<file path="config.mk">
export PLATFORM = sky130hd
export DESIGN_NAME = legv8_seq_divider_flat
export DESIGN_NICKNAME = d
export VERILOG_FILES = /design/src/rtl/legv8_alu_pkg.sv /design/src/rtl/legv8_seq_divider_if.sv /design/src/rtl/legv8_div_step.sv /design/src/rtl/legv8_seq_divider.sv /design/src/flat_wrapper.sv
export SDC_FILE = /design/constraint.sdc
export NUM_CORES = 1
export LEC_CHECK = 0
export CELL_PAD_IN_SITES_DETAIL_PLACEMENT = 0
export CELL_PAD_IN_SITES_GLOBAL_PLACEMENT = 1
export CORE_MARGIN = 4
export CORE_UTILIZATION = 45
export CTS_CLUSTER_DIAMETER = 150
export DETAILED_ROUTE_END_ITERATION = 10
export GPL_ROUTABILITY_DRIVEN = 1
export PLACE_DENSITY_LB_ADDON = 0.12
export SLEW_MARGIN = 20
export SYNTH_ARGS = -nofsm -noshare
export SYNTH_HDL_FRONTEND = slang
export SYNTH_SLANG_ARGS = --single-unit
export TNS_END_PERCENT = 10
</file>
<file path="constraint.sdc">
create_clock -name clk -period 8.3 [get_ports clk]
set_clock_uncertainty 0.05 [all_clocks]
set_input_delay 2.075 -clock clk [delete_from_list [all_inputs] [get_ports clk]]
set_output_delay 2.075 -clock clk [all_outputs]
set_load 0.005 [all_outputs]
</file>
<file path="src/rtl/legv8_alu_pkg.sv">
// Shared LEGv8 ALU/divider definitions: operand width, divider FSM states and
// the most-negative signed constant.
package legv8_alu_pkg;

    localparam int DIV_W = 64;

    localparam logic [DIV_W-1:0] SIGNED_MIN = {1'b1, {(DIV_W-1){1'b0}}};

    typedef enum logic [1:0] {
        IDLE = 2'd0,
        CALC = 2'd1,
        FIX  = 2'd2,
        DONE = 2'd3
    } div_state_t;

endpackage

</file>
<file path="src/rtl/legv8_seq_divider_if.sv">
// Request/response bundle between the execute stage (master) and the
// sequential divider (slave).
interface legv8_seq_divider_if
    import legv8_alu_pkg::*;
#(
    parameter int WIDTH = DIV_W
) ();

    logic             start;
    logic             is_signed;
    logic [WIDTH-1:0] dividend;
    logic [WIDTH-1:0] divisor;
    logic             busy;
    logic             done;
    logic [WIDTH-1:0] quotient;
    logic [WIDTH-1:0] remainder;
    logic             div_by_zero;

    modport master (
        output start, is_signed, dividend, divisor,
        input  busy, done, quotient, remainder, div_by_zero
    );

    modport slave (
        input  start, is_signed, dividend, divisor,
        output busy, done, quotient, remainder, div_by_zero
    );

endinterface

</file>
<file path="src/rtl/legv8_div_step.sv">
// One restoring-division iteration: trial subtract of the divisor from the
// shifted partial remainder, keeping the difference when it does not borrow.
module legv8_div_step #(
    parameter int WIDTH = 64
) (
    input  logic [WIDTH:0]   rem,
    input  logic [WIDTH-1:0] divisor,
    output logic [WIDTH-1:0] next_rem,
    output logic             q_bit
);

    logic [WIDTH:0] trial;

    // The incoming remainder is always below twice the divisor, so the signed
    // WIDTH+1 bit difference cannot overflow and its MSB is the borrow.
    assign trial    = rem - {1'b0, divisor};
    assign q_bit    = ~trial[WIDTH];
    assign next_rem = q_bit ? trial[WIDTH-1:0] : rem[WIDTH-1:0];

endmodule

</file>
<file path="src/rtl/legv8_seq_divider.sv">
// Multi-cycle radix-2 restoring divider for LEGv8 UDIV/SDIV, one bit per cycle.
// Optional build macro DIVIDER_EARLY_OUT_EN skips the iterations when the quotient is trivially 0.
module legv8_seq_divider
    import legv8_alu_pkg::*;
#(
    parameter int WIDTH = DIV_W
) (
    input logic                 clk,
    input logic                 rst_n,
    legv8_seq_divider_if.slave  bus
);

    localparam int               CNT_W      = 7;
    localparam logic [CNT_W-1:0] LAST_COUNT = CNT_W'(WIDTH - 1);

    div_state_t       state;
    div_state_t       state_next;
    logic [CNT_W-1:0] count;

    logic [WIDTH-1:0] rem;
    logic [WIDTH-1:0] quo;
    logic [WIDTH-1:0] divisor_mag;
    logic             neg_q;
    logic             neg_r;
    logic             zero_div;

    logic [WIDTH-1:0] quotient_q;
    logic [WIDTH-1:0] remainder_q;
    logic             div_by_zero_q;

    logic             accept;
    logic             early_out;
    logic             dividend_neg;
    logic             divisor_neg;
    logic [WIDTH-1:0] dividend_abs;
    logic [WIDTH-1:0] divisor_abs;

    logic [WIDTH-1:0] step_rem;
    logic             step_q_bit;

    assign accept = bus.start && ((state == IDLE) || (state == DONE));

    // Signed operands are reduced to magnitudes; MIN maps onto itself, which
    // is its correct unsigned magnitude.
    assign dividend_neg = bus.is_signed & bus.dividend[WIDTH-1];
    assign divisor_neg  = bus.is_signed & bus.divisor[WIDTH-1];
    assign dividend_abs = dividend_neg ? -bus.dividend : bus.dividend;
    assign divisor_abs  = divisor_neg  ? -bus.divisor  : bus.divisor;

`ifdef DIVIDER_EARLY_OUT_EN
    assign early_out = (divisor_abs == '0) || (dividend_abs < divisor_abs);
`else
    assign early_out = 1'b0;
`endif

    legv8_div_step #(
        .WIDTH (WIDTH)
    ) u_step (
        .rem      ({rem, quo[WIDTH-1]}),
        .divisor  (divisor_mag),
        .next_rem (step_rem),
        .q_bit    (step_q_bit)
    );

    // NOTE: clocked state uses non-blocking assignments so every register
    // samples pre-edge values regardless of process evaluation order.
    always_ff @(posedge clk or negedge rst_n) begin
        if (!rst_n) begin
            state <= IDLE;
        end else begin
            state <= state_next;
        end
    end

    // NOTE: assign a default before the case so no path leaves state_next
    // unassigned, which would otherwise infer a latch.
    always_comb begin
        state_next = state;
        case (state)
            IDLE: begin
                if (accept) state_next = early_out ? FIX : CALC;
            end
            CALC: begin
                if (count == '0) state_next = FIX;
            end
            FIX: begin
                state_next = DONE;
            end
            DONE: begin
                if (accept) state_next = early_out ? FIX : CALC;
                else        state_next = IDLE;
            end
            default: begin
                state_next = IDLE;
            end
        endcase
    end

    always_comb begin
        bus.busy = (state == CALC) || (state == FIX);
        bus.done = (state == DONE);
    end

    // Working registers; an early-out preloads the remainder with the dividend
    // so FIX sees the same values the full iteration would have produced.
    always_ff @(posedge clk or negedge rst_n) begin
        if (!rst_n) begin
            count       <= '0;
            rem         <= '0;
            quo         <= '0;
            divisor_mag <= '0;
            neg_q       <= 1'b0;
            neg_r       <= 1'b0;
            zero_div    <= 1'b0;
        end else if (accept) begin
            count       <= LAST_COUNT;
            divisor_mag <= divisor_abs;
            neg_q       <= dividend_neg ^ divisor_neg;
            neg_r       <= dividend_neg;
            zero_div    <= (bus.divisor == '0);
            if (early_out) begin
                rem <= dividend_abs;
                quo <= '0;
            end else begin
                rem <= '0;
                quo <= dividend_abs;
            end
        end else if (state == CALC) begin
            rem   <= step_rem;
            quo   <= {quo[WIDTH-2:0], step_q_bit};
            count <= count - 1'b1;
        end
    end

    // With a zero divisor the iteration leaves |dividend| in rem, so only the
    // quotient needs forcing.
    always_ff @(posedge clk or negedge rst_n) begin
        if (!rst_n) begin
            quotient_q    <= '0;
            remainder_q   <= '0;
            div_by_zero_q <= 1'b0;
        end else if (state == FIX) begin
            quotient_q    <= zero_div ? '0 : (neg_q ? -quo : quo);
            remainder_q   <= neg_r ? -rem : rem;
            div_by_zero_q <= zero_div;
        end
    end

    assign bus.quotient    = quotient_q;
    assign bus.remainder   = remainder_q;
    assign bus.div_by_zero = div_by_zero_q;

endmodule
</file>
<file path="src/flat_wrapper.sv">
// flat-port wrapper written by rule: the top's interface ports become plain ports
module legv8_seq_divider_flat import legv8_alu_pkg::*;
#(
    parameter int WIDTH = DIV_W
)
  (clk, rst_n, bus_start, bus_is_signed, bus_dividend, bus_divisor, bus_busy, bus_done, bus_quotient, bus_remainder, bus_div_by_zero);
  legv8_seq_divider_if #(.WIDTH(WIDTH)) bus_i ();
  input logic clk;
  input logic rst_n;
  input wire logic [$bits(bus_i.start)-1:0] bus_start;
  input wire logic [$bits(bus_i.is_signed)-1:0] bus_is_signed;
  input wire logic [$bits(bus_i.dividend)-1:0] bus_dividend;
  input wire logic [$bits(bus_i.divisor)-1:0] bus_divisor;
  output wire logic [$bits(bus_i.busy)-1:0] bus_busy;
  output wire logic [$bits(bus_i.done)-1:0] bus_done;
  output wire logic [$bits(bus_i.quotient)-1:0] bus_quotient;
  output wire logic [$bits(bus_i.remainder)-1:0] bus_remainder;
  output wire logic [$bits(bus_i.div_by_zero)-1:0] bus_div_by_zero;
  assign bus_i.start = bus_start;
  assign bus_i.is_signed = bus_is_signed;
  assign bus_i.dividend = bus_dividend;
  assign bus_i.divisor = bus_divisor;
  assign bus_busy = bus_i.busy;
  assign bus_done = bus_i.done;
  assign bus_quotient = bus_i.quotient;
  assign bus_remainder = bus_i.remainder;
  assign bus_div_by_zero = bus_i.div_by_zero;
  legv8_seq_divider #(.WIDTH(WIDTH)) u_core (.clk(clk), .rst_n(rst_n), .bus(bus_i));
endmodule
</file>
==> results.toml <==
[outcome]
status = "finished clean"

[floorplan]
start_util_pct = 45.66
top_level_ports = 263
die_w_um = 233.9
die-area_mm2 = 0.05469
die-height_um = 233.9
coreArea_mm2 = 0.05027
fp-row-count = 82

[critical_path]
critPathLaunchType = "input pin"
reg2reg_depth = 14
crit_required_ns = 8.69
r2r-end = "u_core.rem[57]"
arrival_ns = 6.10
timing.rr.start = "u_core.quo[63]"
worst-r2r-setup-slack_ns = 3.18
worstSetupPathType = "input pin to flip-flop"
cp_max_fo = 7
cp-end-kind = "flip-flop"

[synthesis]
syn_inst = 2796
netlist_area_mm2 = 0.02295
ys_types = 74
synth_edf_count = 0
yosysWarnings = 0
synth.net_count = 3004
synth-main-ff-cell = "dfrtp_1"
ys_seq_area_share_pct = 36.30
ys_async_sr_fraction_pct = 100.0
synth-seq-cells = 333
avgSynthCellArea_um2 = 8.210

[global_route]
grtUsageTotal_pct = 25.68
grt_overflow = 0
antenna_found_initial = 0
grt_pass1_vias = 19810
grt_pass1_wl_um = 112300
grt_max_degree = 118

[sta]
hold_viol_final = 0
rsz0062_at_grt = "false"
slew_viol_final = 0
setup_tns_ns = 0
maxSlewHeadroom_pct = 34.84
setup_viol = 0
layout_min_cycle_time_ns = 5.707
fmax_mhz = 175.2
fin_ws_ns = 2.593
tightest_slew_ns = 0.9774
period_share_pct = 68.76

[routing]
drt_iter0_markers = 1440
drc = 0
firstDrtPassIters = 7
routed_via_density = 5.656
vias = 20720
drtAntennaViolNets = 0
wl_per_cell_um = 19.51
routed_wl_um = 71470

[final_layout]
fin_nets = 3171
multi_input_area_mm2 = 0.01342
diodes = 0
fillerInstances = 4835
area_growth_pct = 19.40
regArea_mm2 = 0.008335
fin_cells = 3664
stdcell_area_mm2 = 0.02741
drive_above_1_share_pct = 4.746

[clock_tree]
ctsResizeCount = 0
root_buffer = "clkbuf_16"
cts_tree = "yes"
ctsHoldBuffers = 0
postCtsSetupBuffers = 0
cts_inserted_buffers = 41
htreeDepth = 2
clockBufferDepth = 3
clock_latency_ns = 0.57
cts.clk_slew.worst_paths_ns = 0.06
cts_sinks = 333

[pwr]
p_seq_share_pct = 25.8
power.share.clock_pct = 13.9
p_leak_uw = 0.01131
switching_share_pct = 47.83
p_int_uw = 6660
switching_power_uw = 6105
ir_drop_mv = 0.3554
combPwrFrac_pct = 60.2
power_density_mw_per_mm2 = 465.7

[hold_path]
min-delay-start = "u_core.divisor_mag[38]"
hold_depth = 2
hp-class = "flip-flop to flip-flop"
hold_end = "u_core.divisor_mag[38]"

[placed_design]
dp_slack_ns = 2.056
io_buffers = 262
place_area_mm2 = 0.02606
dp_cells = 3591
routabilityCongestion = 0.8865
dp.final_hpwl_um = 53080

[job]
cap_violations = 0
==> power groups by stage <==
stage | clock [uW] | sequential, uW | combinational, uW
after global routing | 1880 | 3420 | 8550
after floorplan | 0 | 3020 | 5330
after global placement | 0 | 3270 | 7550
final | 1780 | 3300 | 7690
after detailed placement | 0 | 3310 | 7630
after CTS | 1820 | 3290 | 7660
==> sequential cells by signal (all words and copies together), names as in the netlist <==
register	cells
u_core.bus.quotient	64
u_core.bus.remainder	64
u_core.divisor_mag	64
u_core.quo	64
u_core.rem	64
u_core.count	7
u_core.state	2
u_core.bus.div_by_zero	1
u_core.neg_q	1
u_core.neg_r	1
u_core.zero_div	1
==> area by class of cell <==
type / instances / share of cell area (%)
clock buffers: 56 / 4.168
well taps: 672 / 3.068
clock inverters: 16 / 0.6254
repair buffers: 283 / 10.33
inverters: 178 / 2.438
multi-input cells: 2126 / 48.96
flip-flops and latches: 333 / 30.41
==> worst max-delay path by stage <==
| stage | slack, ns | endpoint | start |
|---|---|---|---|
| 4_1_cts | 2.65 | u_core.quo[54] | bus_dividend[14] |
| 6_report | 2.59 | u_core.quo[54] | bus_dividend[14] |
| 2_1_floorplan | 3.33 | u_core.divisor_mag[58] | bus_divisor[16] |
| 3_5_place_dp | 2.06 | u_core.quo[54] | bus_dividend[14] |
| 5_1_grt | 2.25 | u_core.divisor_mag[58] | bus_divisor[14] |
| 3_3_place_gp | 2.15 | u_core.quo[54] | bus_dividend[14] |
==> kinds of logic after synthesis <==
group	after synthesis	share of synthesized area [%]
simple gates	846	17.16
compound gates	815	21.45
buf+inv	337	5.549
flops	333	36.30
xor+xnor	304	11.60
mux	85	3.761
fa+ha+maj	76	4.175
==> worst max-delay path: stages <==
cell and delay, ns:
clkdlybuf4s50_1 0.46, or4_1 0.60, or4_1 0.52, or3_1 0.39, nor3_1 0.67, nand3_1 0.45
nor4_1 0.46, a31oi_1 0.15, xor2_1 0.17, nand2_1 0.07, o21ai_0 0.07
==> cell usage in the layout (no fill, tap or decap), types with 11 or more instances in the layout <==
| cell | count |
|---|---|
| a21o_1 | 26 |
| a21oi_1 | 237 |
| a311oi_1 | 28 |
| a31oi_1 | 23 |
| and2_1 | 11 |
| and3_1 | 11 |
| buf_4 | 18 |
| clkbuf_16 | 41 |
| clkdlybuf4s50_1 | 261 |
| dfrtp_1 | 331 |
| ha_1 | 73 |
| inv_1 | 176 |
| mux2i_1 | 75 |
| nand2_1 | 335 |
| nand2b_1 | 21 |
| nand3_1 | 40 |
| nand4_1 | 32 |
| nor2_1 | 206 |
| nor3_1 | 60 |
| nor4_1 | 25 |
| o21a_1 | 13 |
| o21ai_0 | 262 |
| o21bai_1 | 19 |
| o22ai_1 | 62 |
| o31ai_1 | 55 |
| o41ai_1 | 26 |
| or2_2 | 11 |
| or3_1 | 32 |
| or4_1 | 27 |
| xnor2_1 | 117 |
| xor2_1 | 185 |
==> synth_stat cells (all sizes together), types with 26 or more instances <==
cell type	n	area share, %
nand3	41	0.92
nor2	207	3.4
nand2	337	5.5
xnor2	118	4.5
a21o	26	0.85
xor2	186	7.1
clkbuf	147	2.4
ha	75	4.1
or4	33	1.2
nor3	60	1.3
nor4	27	0.79
a21oi	237	5.2
dfrtp	333	36
o31ai	57	1.9
o21ai	263	5.7
or3	34	0.97
o41ai	30	1.3
o22ai	62	1.7
nand4	33	0.93
mux2i	75	3.3
inv	177	2.9
a311oi	28	1.1
==> per-stage QoR <==
step                total power [uW]  hold WS [ns]  utilization [%]
floorplan                       8359        0.3998                -
global route                   13850        0.4471            54.52
global placement               10820        0.4124            51.84
detailed placement             10940        0.4208            51.84
CTS                            12770        0.4333            54.46
finish                         12760        0.4273            54.52
==> routing by layer <==
metal,global-route usage (%),part of all wire (%),vias up
li1,-,-,10220
met1,38.21,48,9864
met2,40.03,45,540
met3,2.928,5.0,102
met4,6.368,2.5,0
met5,0,0,-
No activity file was read; power rests on OpenSTA's default activity.
